==> src/rtl/pipeline_defs.sv <==
// Shared constants for the RV32I pipeline stages.
package pipeline_defs;

  localparam logic [2:0] ALU_ADD = 3'b000;
  localparam logic [2:0] ALU_SUB = 3'b001;
  localparam logic [2:0] ALU_AND = 3'b010;
  localparam logic [2:0] ALU_OR  = 3'b011;
  localparam logic [2:0] ALU_SLT = 3'b101;

  localparam logic [1:0] FWD_REG = 2'b00;
  localparam logic [1:0] FWD_WB  = 2'b01;
  localparam logic [1:0] FWD_MEM = 2'b10;

endpackage

==> src/rtl/execute_cycle_alu.sv <==
// Combinational ALU for the execute stage.
module alu
  import pipeline_defs::*;
#(
  parameter int W = 32
) (
  input  logic [W-1:0] A,
  input  logic [W-1:0] B,
  input  logic [2:0]   ALUControl,
  output logic [W-1:0] Result,
  output logic         Zero
);

  logic slt;

  assign slt = $signed(A) < $signed(B);

  always_comb begin
    Result = '0;
    case (ALUControl)
      ALU_ADD: Result = A + B;
      ALU_SUB: Result = A - B;
      ALU_AND: Result = A & B;
      ALU_OR:  Result = A | B;
      ALU_SLT: Result = {{(W-1){1'b0}}, slt};
      default: Result = '0;
    endcase
  end

  assign Zero = (Result == '0);

endmodule

==> src/rtl/execute_cycle.sv <==
// RV32I execute stage: ALU, branch resolve, EX/MEM register.
// Operand forwarding enabled by EXECUTE_FORWARDING_EN.
module execute_cycle
  import pipeline_defs::*;
#(
  parameter int DATA_W = 32,
  parameter int REG_AW = 5
) (
  input  logic              clk,
  input  logic              rst,
  input  logic              RegWriteE,
  input  logic              MemWriteE,
  input  logic              ResultSrcE,
  input  logic              ALUSrcE,
  input  logic              BranchE,
  input  logic [2:0]        ALUControlE,
  input  logic [DATA_W-1:0] RD1_E,
  input  logic [DATA_W-1:0] RD2_E,
  input  logic [DATA_W-1:0] Imm_Ext_E,
  input  logic [REG_AW-1:0] RD_E,
  input  logic [DATA_W-1:0] PCE,
  input  logic [DATA_W-1:0] PCPlus4E,
  input  logic [DATA_W-1:0] ResultW,
  input  logic [1:0]        ForwardAE,
  input  logic [1:0]        ForwardBE,
  output logic              PCSrcE,
  output logic [DATA_W-1:0] PCTargetE,
  output logic              RegWriteM,
  output logic              MemWriteM,
  output logic              ResultSrcM,
  output logic [REG_AW-1:0] RD_M,
  output logic [DATA_W-1:0] ALUResultM,
  output logic [DATA_W-1:0] WriteDataM,
  output logic [DATA_W-1:0] PCPlus4M
);

  logic [DATA_W-1:0] src_a;
  logic [DATA_W-1:0] wdata;
  logic [DATA_W-1:0] src_b;
  logic [DATA_W-1:0] alu_res;
  logic              zero;

  logic              reg_write_q, mem_write_q, res_src_q;
  logic [REG_AW-1:0] rd_q;
  logic [DATA_W-1:0] alu_q, wdata_q, pc4_q;

`ifdef EXECUTE_FORWARDING_EN
  // Code 11 falls back to the register value.
  always_comb begin
    src_a = RD1_E;
    case (ForwardAE)
      FWD_WB:  src_a = ResultW;
      FWD_MEM: src_a = alu_q;
      default: src_a = RD1_E;
    endcase
  end

  always_comb begin
    wdata = RD2_E;
    case (ForwardBE)
      FWD_WB:  wdata = ResultW;
      FWD_MEM: wdata = alu_q;
      default: wdata = RD2_E;
    endcase
  end
`else
  logic unused_fwd;

  assign unused_fwd = ^{ForwardAE, ForwardBE, ResultW};
  assign src_a      = RD1_E;
  assign wdata      = RD2_E;
`endif

  assign src_b = ALUSrcE ? Imm_Ext_E : wdata;

  alu #(.W(DATA_W)) u_alu (
    .A          (src_a),
    .B          (src_b),
    .ALUControl (ALUControlE),
    .Result     (alu_res),
    .Zero       (zero)
  );

  assign PCSrcE    = BranchE & zero;
  assign PCTargetE = PCE + Imm_Ext_E;

  always_ff @(posedge clk) begin
    if (rst) begin
      reg_write_q <= 1'b0;
      mem_write_q <= 1'b0;
      res_src_q   <= 1'b0;
      rd_q        <= '0;
      alu_q       <= '0;
      wdata_q     <= '0;
      pc4_q       <= '0;
    end else begin
      reg_write_q <= RegWriteE;
      mem_write_q <= MemWriteE;
      res_src_q   <= ResultSrcE;
      rd_q        <= RD_E;
      alu_q       <= alu_res;
      wdata_q     <= wdata;
      pc4_q       <= PCPlus4E;
    end
  end

  assign RegWriteM  = reg_write_q;
  assign MemWriteM  = mem_write_q;
  assign ResultSrcM = res_src_q;
  assign RD_M       = rd_q;
  assign ALUResultM = alu_q;
  assign WriteDataM = wdata_q;
  assign PCPlus4M   = pc4_q;

endmodule
==> config.mk <==
export PLATFORM = sky130hd
export DESIGN_NAME = execute_cycle
export DESIGN_NICKNAME = d
export VERILOG_FILES = /design/src/rtl/pipeline_defs.sv /design/src/rtl/execute_cycle_alu.sv /design/src/rtl/execute_cycle.sv
export SDC_FILE = /design/constraint.sdc
export NUM_CORES = 1
export LEC_CHECK = 0
export BUFFER_PORTS_ARGS = -buffer_cell sky130_fd_sc_hd__buf_2
export CELL_PAD_IN_SITES_DETAIL_PLACEMENT = 0
export CELL_PAD_IN_SITES_GLOBAL_PLACEMENT = 1
export CORE_MARGIN = 2
export CORE_UTILIZATION = 30
export DETAILED_ROUTE_END_ITERATION = 8
export PLACE_DENSITY_LB_ADDON = 0.1
export SLEW_MARGIN = 20
export SYNTH_ARGS = -nofsm -noshare
export SYNTH_HDL_FRONTEND = slang
export SYNTH_HIERARCHICAL = 1
export SYNTH_SLANG_ARGS = --single-unit
==> constraint.sdc <==
create_clock -name clk -period 11.6 [get_ports clk]
set_input_delay 0.58 -clock clk [delete_from_list [all_inputs] [get_ports clk]]
set_output_delay 0.58 -clock clk [all_outputs]
set_load 0.02 [all_outputs]
* Word level (Yosys, flattened, before mapping)
Cells that the tools add are included.
Word-level totals: bits in read-only memories 0, word-level logic and storage cells 22, register bits 104, RAM bits 0, output and inout bits 137, memories kept 0, latch bits 0
Cells by class: muxes and demuxes 2, order comparisons 1, add/sub/neg operators 3, bitwise operators 3, shift operators 0, divide/modulo/power cells 0, reduce and logical (&&, ||, !) cells 2, eq/ne operators 4, $mul 0
Operator list (count):
- $pmux 32 s5 | 1
- $add 32x32->32 | 2
- $and 32x32->32 | 1
- $logic_not 32->1 | 1
- $lt 32x32->1 | 1
- $mux 32 | 1
- $or 32x32->32 | 1
- $sub 32x32->32 | 1
- $eq 3x2->1 const B | 2
- $eq 3x1->1 const B | 1
- $eq 3x3->1 const B | 1
- $logic_not 3->1 | 1
- $and 1x1->1 | 1

* Depth between registers and ports, before layout
Gate-level depths: netlist of the first run.
word-level depth 5, depth in mapped cells 18

* Modules after synthesis
Netlist of the first run, hierarchy kept.
Modules (own cells, without submodules):
- alu | cells an instance 834, instances 1, area an instance 5532.8 sq um
- execute_cycle | cells an instance 492, instances 1, area an instance 4880.9 sq um

* Worst setup path after synthesis of the first run
Ideal clock, no wire load.
path kind input to output, from input ALUSrcE, to output PCSrcE, path slack 6.327 ns, data arrival time 4.693 ns, data required time 11.020 ns, path buffers 3, stages 18, path through clkbuf_1 > buf_1 > mux2_2 > inv_1 > ha_1 > buf_6 > or4_4 > or4_4 > nor2_4 > nor2_2 > o2111a_1 > a211oi_1 > o211ai_1 > a2111oi_2 > nand4b_1 > nor4_1 > and4b_1 > and2_1
Between the ends: cells in the longest elaborated chain, start to end 5, elaborated cells between the ends (all ways) 9, classes of those cells 2 x add/sub; 1 x order compare; 2 x mux; 3 x bitwise; 1 x reduce/logical
Ends and longest elaborated chain:
- start, declared | RTL line execute_cycle.sv:14 | input logic ALUSrcE,
- $mux 32 * | RTL line execute_cycle.sv:74 | assign src_b = ALUSrcE ? Imm_Ext_E : wdata;
- via src_b[11] | RTL line execute_cycle.sv:39 | logic [DATA_W-1:0] src_b;
- $sub 32x32->32 (tied with other cells) | RTL line execute_cycle_alu.sv:22 | ALU_SUB: Result = A - B;
- $pmux 32 s5 * | RTL line execute_cycle_alu.sv:20 | case (ALUControl)
- $logic_not 32->1 * | RTL line execute_cycle_alu.sv:30 | assign Zero = (Result == '0);
- via zero | RTL line execute_cycle.sv:41 | logic zero;
- $and 1x1->1 * | RTL line execute_cycle.sv:84 | assign PCSrcE = BranchE & zero;
- end, declared | RTL line execute_cycle.sv:26 | output logic PCSrcE,
The timed path passes the listed nets; every way through them passes the cells marked *.

* Worst setup path in the final report of the first run
Ends and elaborated chain as after synthesis.

==> flow_summary_export.csv, run 1 <==
group,metric,value,unit
die,io-pin-count,348,
placement,portBuffers,311,
yosys,synth-seq-cells,104,
clocking,clockBufferDepth,2,
yosys,yosys_warnings,6,
clocking,root_buffer,"clkbuf_16",
hold_path,min_path_type,"input pin to register",
yosys,synth_area,10400,um^2
setup_path,crit_type,"input pin to output port",
global_route,grt_pass1_vias,10000,
final_layout,nets,1935,
die,start_util,0.303,
setup_path,crit_path_max_fanout,32,
yosys,synth_flop_cell,"dfxtp_1",
yosys,syn_inst,1326,
global_route,antenna_found_initial,3,
final_layout,layout_commonest_cell,"buf_2",
timing,setup_viol,0,
hold_path,min_from,"PCPlus4E[31]",
setup_path,worstPathRequired,11020,ps
yosys,yosysSeqAreaShare,0.200,
clocking,cts_sinks,104,
drt,drc,0,
power,powerDensity,108,nW/um^2
hold_path,hold_end,"PCPlus4M[31]$_SDFF_PP0_",
placement,hpwl,34500,um
clocking,cts_tree,"done",
final_layout,drive_above_1_share,0.256,
run_status,status,"finished clean",
power,p_leak,5.98,nW
drt,wl_per_cell,20.6,um
clocking,htree_levels,3,
yosys,synth.net_count,1678,
final_layout,final_cell_mix,"310 x buf_2, 138 x ha_1, 125 x nor2b_1, 107 x inv_1, 105 x nor2_1",
yosys,async_flop_share,0,
timing,period_needed,6350,ps
timing,fmax,158,MHz
yosys,avgSynthCellArea,7.85,um^2
die,rows,68,
timing,fin_tns_setup,0,ps
yosys,synth-edff-count,0,
setup_path,path_delay_family,"simple AND/OR/NAND/NOR gates",
setup_path,path_buf_inv,3,
setup_path,critPathMaxStageDelay,630,ps
hold_path,hold_depth,2,
clocking,clkTransAtPathRegs,90,ps
clocking,cts_buffers,9,
placement,gp_congestion,0.895,
drt,avgViaCountPerCell,5.20,
drt,drt_wl_total,42200,um
setup_path,critPathCaptureType,"output port",
setup_path,cp_slowest_cell,"or4_4",
drt,drt_iter0_drc,641,
final_layout,fillers,3750,
timing,finalCritPeriodShare,0.547,
setup_path,startpoint_type,"input pin",
job,cap_viol_max_count,0,
setup_path,path_cells,"buf_2 -> mux2_2 -> inv_1 -> ha_1 -> or4_4 -> or4_4 -> nor2_4 -> nor2_2 -> o2111a_1 -> a211oi_1 -> o211ai_1 -> a2111oi_2 -> nand4b_1 -> nor4_1 -> and4b_1 -> and2_1 -> buf_2",
timing,max_slew.worst_pin.slew,986,ps
clocking,post-cts-setup-buffers,0,
final_layout,area_growth,21.3,%
yosys,ys_types,98,
power,power,1.36,mW
die,coreArea,34400,um^2
clocking,cts.repair.resized,0,
timing,rsz0062_at_grt,"false",
global_route,grt_usage,0.226,
clocking,hold_buffers,0,
power,vdd_drop_max,60.6,uV
die,dieHeight,190,um
timing,relSlewSlack,0.343,
timing,hold_viol,0,
global_route,grt_max_degree,80,
setup_path,worstPathArrival,5770,ps
timing,slew_violations,0,
drt,routed-via-count,10600,
drt,first_pass_iters,8,
die,die-area,36200,um^2
global_route,overflow,0,
die,fp.dieW,190,um
timing,holdWs,409,ps
drt,antenna_left,0,
global_route,grt_first_pass_wirelength,62200,um
[layout make-up]
| cell class | instances | area (um^2) | area share |
|---|---|---|---|
| multi-input cells | 1044 | 7660 | 0.606 |
| flip-flops and latches | 104 | 2080 | 0.165 |
| repair buffers | 317 | 1600 | 0.127 |
| well taps | 455 | 569 | 0.0451 |
| inverters | 107 | 402 | 0.0318 |
| clock buffers | 9 | 225 | 0.0178 |
| clock inverters | 7 | 88.8 | 0.00703 |
| diodes | 2 | 5.00 | 0.000396 |
[kinds of logic (layout without fill, tap and decap cells)]
kind of cell	Yosys count	count (layout)	share of synthesized area
mux	37	37	0.0410
flops	104	104	0.200
other cells	0	2	0
fa+ha+maj	141	141	0.172
simple gates	448	448	0.231
xor+xnor	42	42	0.0353
buf+inv	178	440	0.0660
compound gates	376	376	0.256
[per-stage QoR]
| step | std cells | cell area, um^2 | utilization | worst slack [ps] |
|---|---|---|---|---|
| after global placement | 2027 | 12300 | 0.358 | 5260 |
| final | 2045 | 12600 | 0.368 | 5250 |
| after CTS | 2043 | 12600 | 0.367 | 5240 |
| after floorplan | 1326 | 10400 | - | 6330 |
| after detailed placement | 2027 | 12300 | 0.358 | 5250 |
| after global routing | 2044 | 12600 | 0.367 | 4820 |
[flip-flops by register name (all words and copies together), names as in the netlist]
register	flops
ALUResultM	32
PCPlus4M	32
WriteDataM	32
RD_M	5
MemWriteM	1
RegWriteM	1
ResultSrcM	1
[worst max path at each step]
stage | from | to | cells past startpoint
after floorplan | ALUSrcE | PCSrcE | 18
after detailed placement | ALUSrcE | PCSrcE | 17
after global routing | ALUSrcE | PCSrcE | 17
after global placement | ALUSrcE | PCSrcE | 17
final | ALUSrcE | PCSrcE | 17
after CTS | ALUSrcE | PCSrcE | 17
[synth_stat cells (17+ instances only)]
cell	number	share of area
o211ai_1	17	0.012
a211oi_1	19	0.014
nor3_1	25	0.012
ha_1	138	0.17
nand3_1	30	0.014
clkbuf_1	62	0.022
a21o_1	25	0.018
xnor2_1	26	0.022
nor2_1	106	0.038
nor2b_1	125	0.075
inv_1	107	0.039
mux2_2	34	0.037
dfxtp_1	104	0.20
a21oi_1	98	0.047
nand2_1	67	0.024
o21ai_0	53	0.025
[layer usage]
| metal | up-vias | GRT usage | wire, um |
|---|---|---|---|
| li1 | 5237 | - | - |
| met1 | 5037 | 0.318 | 20300 |
| met2 | 331 | 0.364 | 18900 |
| met3 | 32 | 0.0291 | 2360 |
| met4 | 2 | 0.0528 | 696 |
| met5 | - | 0 | 11 |
[power breakdown]
part,internal [mW],total (mW),switching (mW)
logic,0.232,0.641,0.409
clock network,0.158,0.336,0.178
registers,0.381,0.387,0.00560
(Power assumes the default switching activity.)
==> run 2, diff against run 1 <==
- clock period: 11.6 -> 6.05 ns (I/O delays scaled with it)
==> run 2 against run 1 <==
Critical path depth grew 1; via count up 1.3%; sequential power is 92% higher; first-iteration DRC count up 12%; setup slack lost 4700 ps; worst hold slack got worse by 280 ps; sequential share of layout area decreased by 0.17 points; combinational power increased by 95%; largest cell class unchanged; highest routed layer unchanged.
==> flow_summary_export.csv, run 2 (synthesized netlist as in run 1, its figures left out) <==
group,metric,value,unit
global_route,overflow,0,
timing,finalCritPeriodShare,0.901,
setup_path,crit_type,"input pin to output port",
placement,portBuffers,311,
drt,drt_iter0_drc,721,
hold_path,min_path_type,"input pin to register",
global_route,grt_first_pass_wirelength,62300,um
timing,fmax,183,MHz
final_layout,area_growth,22.6,%
global_route,antenna_found_initial,6,
timing,relSlewSlack,0.308,
global_route,grt_pass1_vias,10100,
timing,slew_violations,0,
timing,period_needed,5450,ps
timing,holdWs,133,ps
final_layout,layout_commonest_cell,"buf_2",
final_layout,fin_cells,2063,
placement,dp_cells,2044,
final_layout,drive_above_1_share,0.264,
setup_path,worstPathRequired,5750,ps
die,fp.dieW,190,um
final_layout,fillers,3739,
power,vdd_drop_max,120,uV
clocking,hold_buffers,0,
die,start_util,0.303,
drt,antenna_left,0,
global_route,grt_max_degree,80,
clocking,cts_sinks,104,
drt,drc,0,
power,p_leak,6.06,nW
setup_path,startpoint_type,"input pin",
placement,gp_congestion,0.891,
global_route,grt_usage,0.228,
die,coreArea,34400,um^2
drt,drt_wl_total,42500,um
setup_path,worstPathArrival,5150,ps
drt,routed-via-count,10800,
setup_path,cp_slowest_cell,"nor4_1",
drt,avgViaCountPerCell,5.23,
timing,hold_viol,0,
power,powerDensity,206,nW/um^2
timing,rsz0062_at_grt,"false",
drt,wl_per_cell,20.6,um
timing,fin_tns_setup,0,ps
setup_path,critPathMaxStageDelay,870,ps
clocking,cts_tree,"done",
timing,setup_viol,0,
die,die-area,36200,um^2
placement,placed_cell_area,12400,um^2
drt,first_pass_iters,6,
setup_path,critPathCaptureType,"output port",
placement,hpwl,34800,um
clocking,root_buffer,"clkbuf_16",
die,dieHeight,190,um
clocking,post-cts-setup-buffers,0,
setup_path,crit_path_max_fanout,22,
clocking,clkTransAtPathRegs,90,ps
clocking,cts.repair.resized,0,
job,cap_viol_max_count,0,
timing,max_slew.worst_pin.slew,1030,ps
die,rows,68,
timing,layout_setup_ws,600,ps
placement,post-place-ws,634,ps
final_layout,final_cell_mix,"310 x buf_2, 138 x ha_1, 125 x nor2b_1, 107 x inv_1, 105 x nor2_1",
clocking,clockBufferDepth,2,
clocking,htree_levels,3,
final_layout,stdcell_area,12800,um^2
setup_path,path_cells,"buf_2 -> mux2_2 -> inv_1 -> ha_1 -> nor4_1 -> nand3_1 -> a2111oi_0 -> a211oi_1 -> a41oi_1 -> buf_4 -> nor4_1 -> nor4b_1 -> mux2_2 -> o22ai_1 -> nor2_1 -> and4b_1 -> and2_1 -> buf_2",
die,io-pin-count,348,
final_layout,nets,1952,
clocking,cts_buffers,9,
run_status,status,"finished clean",
## run 2: cell count changes in the layout (fill, tap and decap cells not counted)
cell,change
o311ai_1,-1
o311ai_0,+1
inv_6,-1
diode_2,+1
inv_8,+1
buf_4,+17
## run 2: layer usage
metal | GRT usage | wire, um | vias up | part of all wire
li1 | - | - | 5282 | -
met1 | 0.321 | 20100 | 5090 | 0.47
met2 | 0.359 | 18800 | 362 | 0.44
met3 | 0.0353 | 2740 | 39 | 0.064
met4 | 0.0623 | 827 | 8 | 0.019
met5 | 0 | 56 | - | 0.0013
## run 2: worst max-delay path: cells and delay by family
kind,cells,cell delay [ps]
AND/OR/NAND/NOR,7,2040
AO/OA/AOI/OAI,4,1020
buffers and inverters,4,860
multiplexers,2,660
adder cells (fa/ha/maj),1,240
## run 2: worst paths after layout
path	endpoint	cells after the start	startpoint
worst max-delay path	PCSrcE	18	ALUSrcE
worst min-delay path	RD_M[4]$_SDFF_PP0_	2	RD_E[4]
## run 2: per-stage QoR
step / util / total power [mW]
2_1_floorplan: - / 1.57
3_3_place_gp: 0.362 / 2.00
3_5_place_dp: 0.362 / 2.00
4_1_cts: 0.371 / 2.66
5_1_grt: 0.371 / 2.79
6_report: 0.371 / 2.63
## run 2: area by class of cell
cell class	instances	area [um^2]	share of cell area
Clock buffer	9	225	0.0176
Timing Repair Buffer	334	1730	0.136
Inverter	107	402	0.0315
Clock inverter	7	91.3	0.00715
Sequential cell	104	2080	0.163
Multi-Input combinational cell	1044	7660	0.600
Antenna cell	3	7.51	0.000588
Tap cell	455	569	0.0446
## run 2: where the power goes
part	total [mW]	switching (mW)	internal [mW]
Sequential	0.742	0.0113	0.731
Clock	0.641	0.338	0.303
Combinational	1.25	0.787	0.458
Total	2.63	1.14	1.49
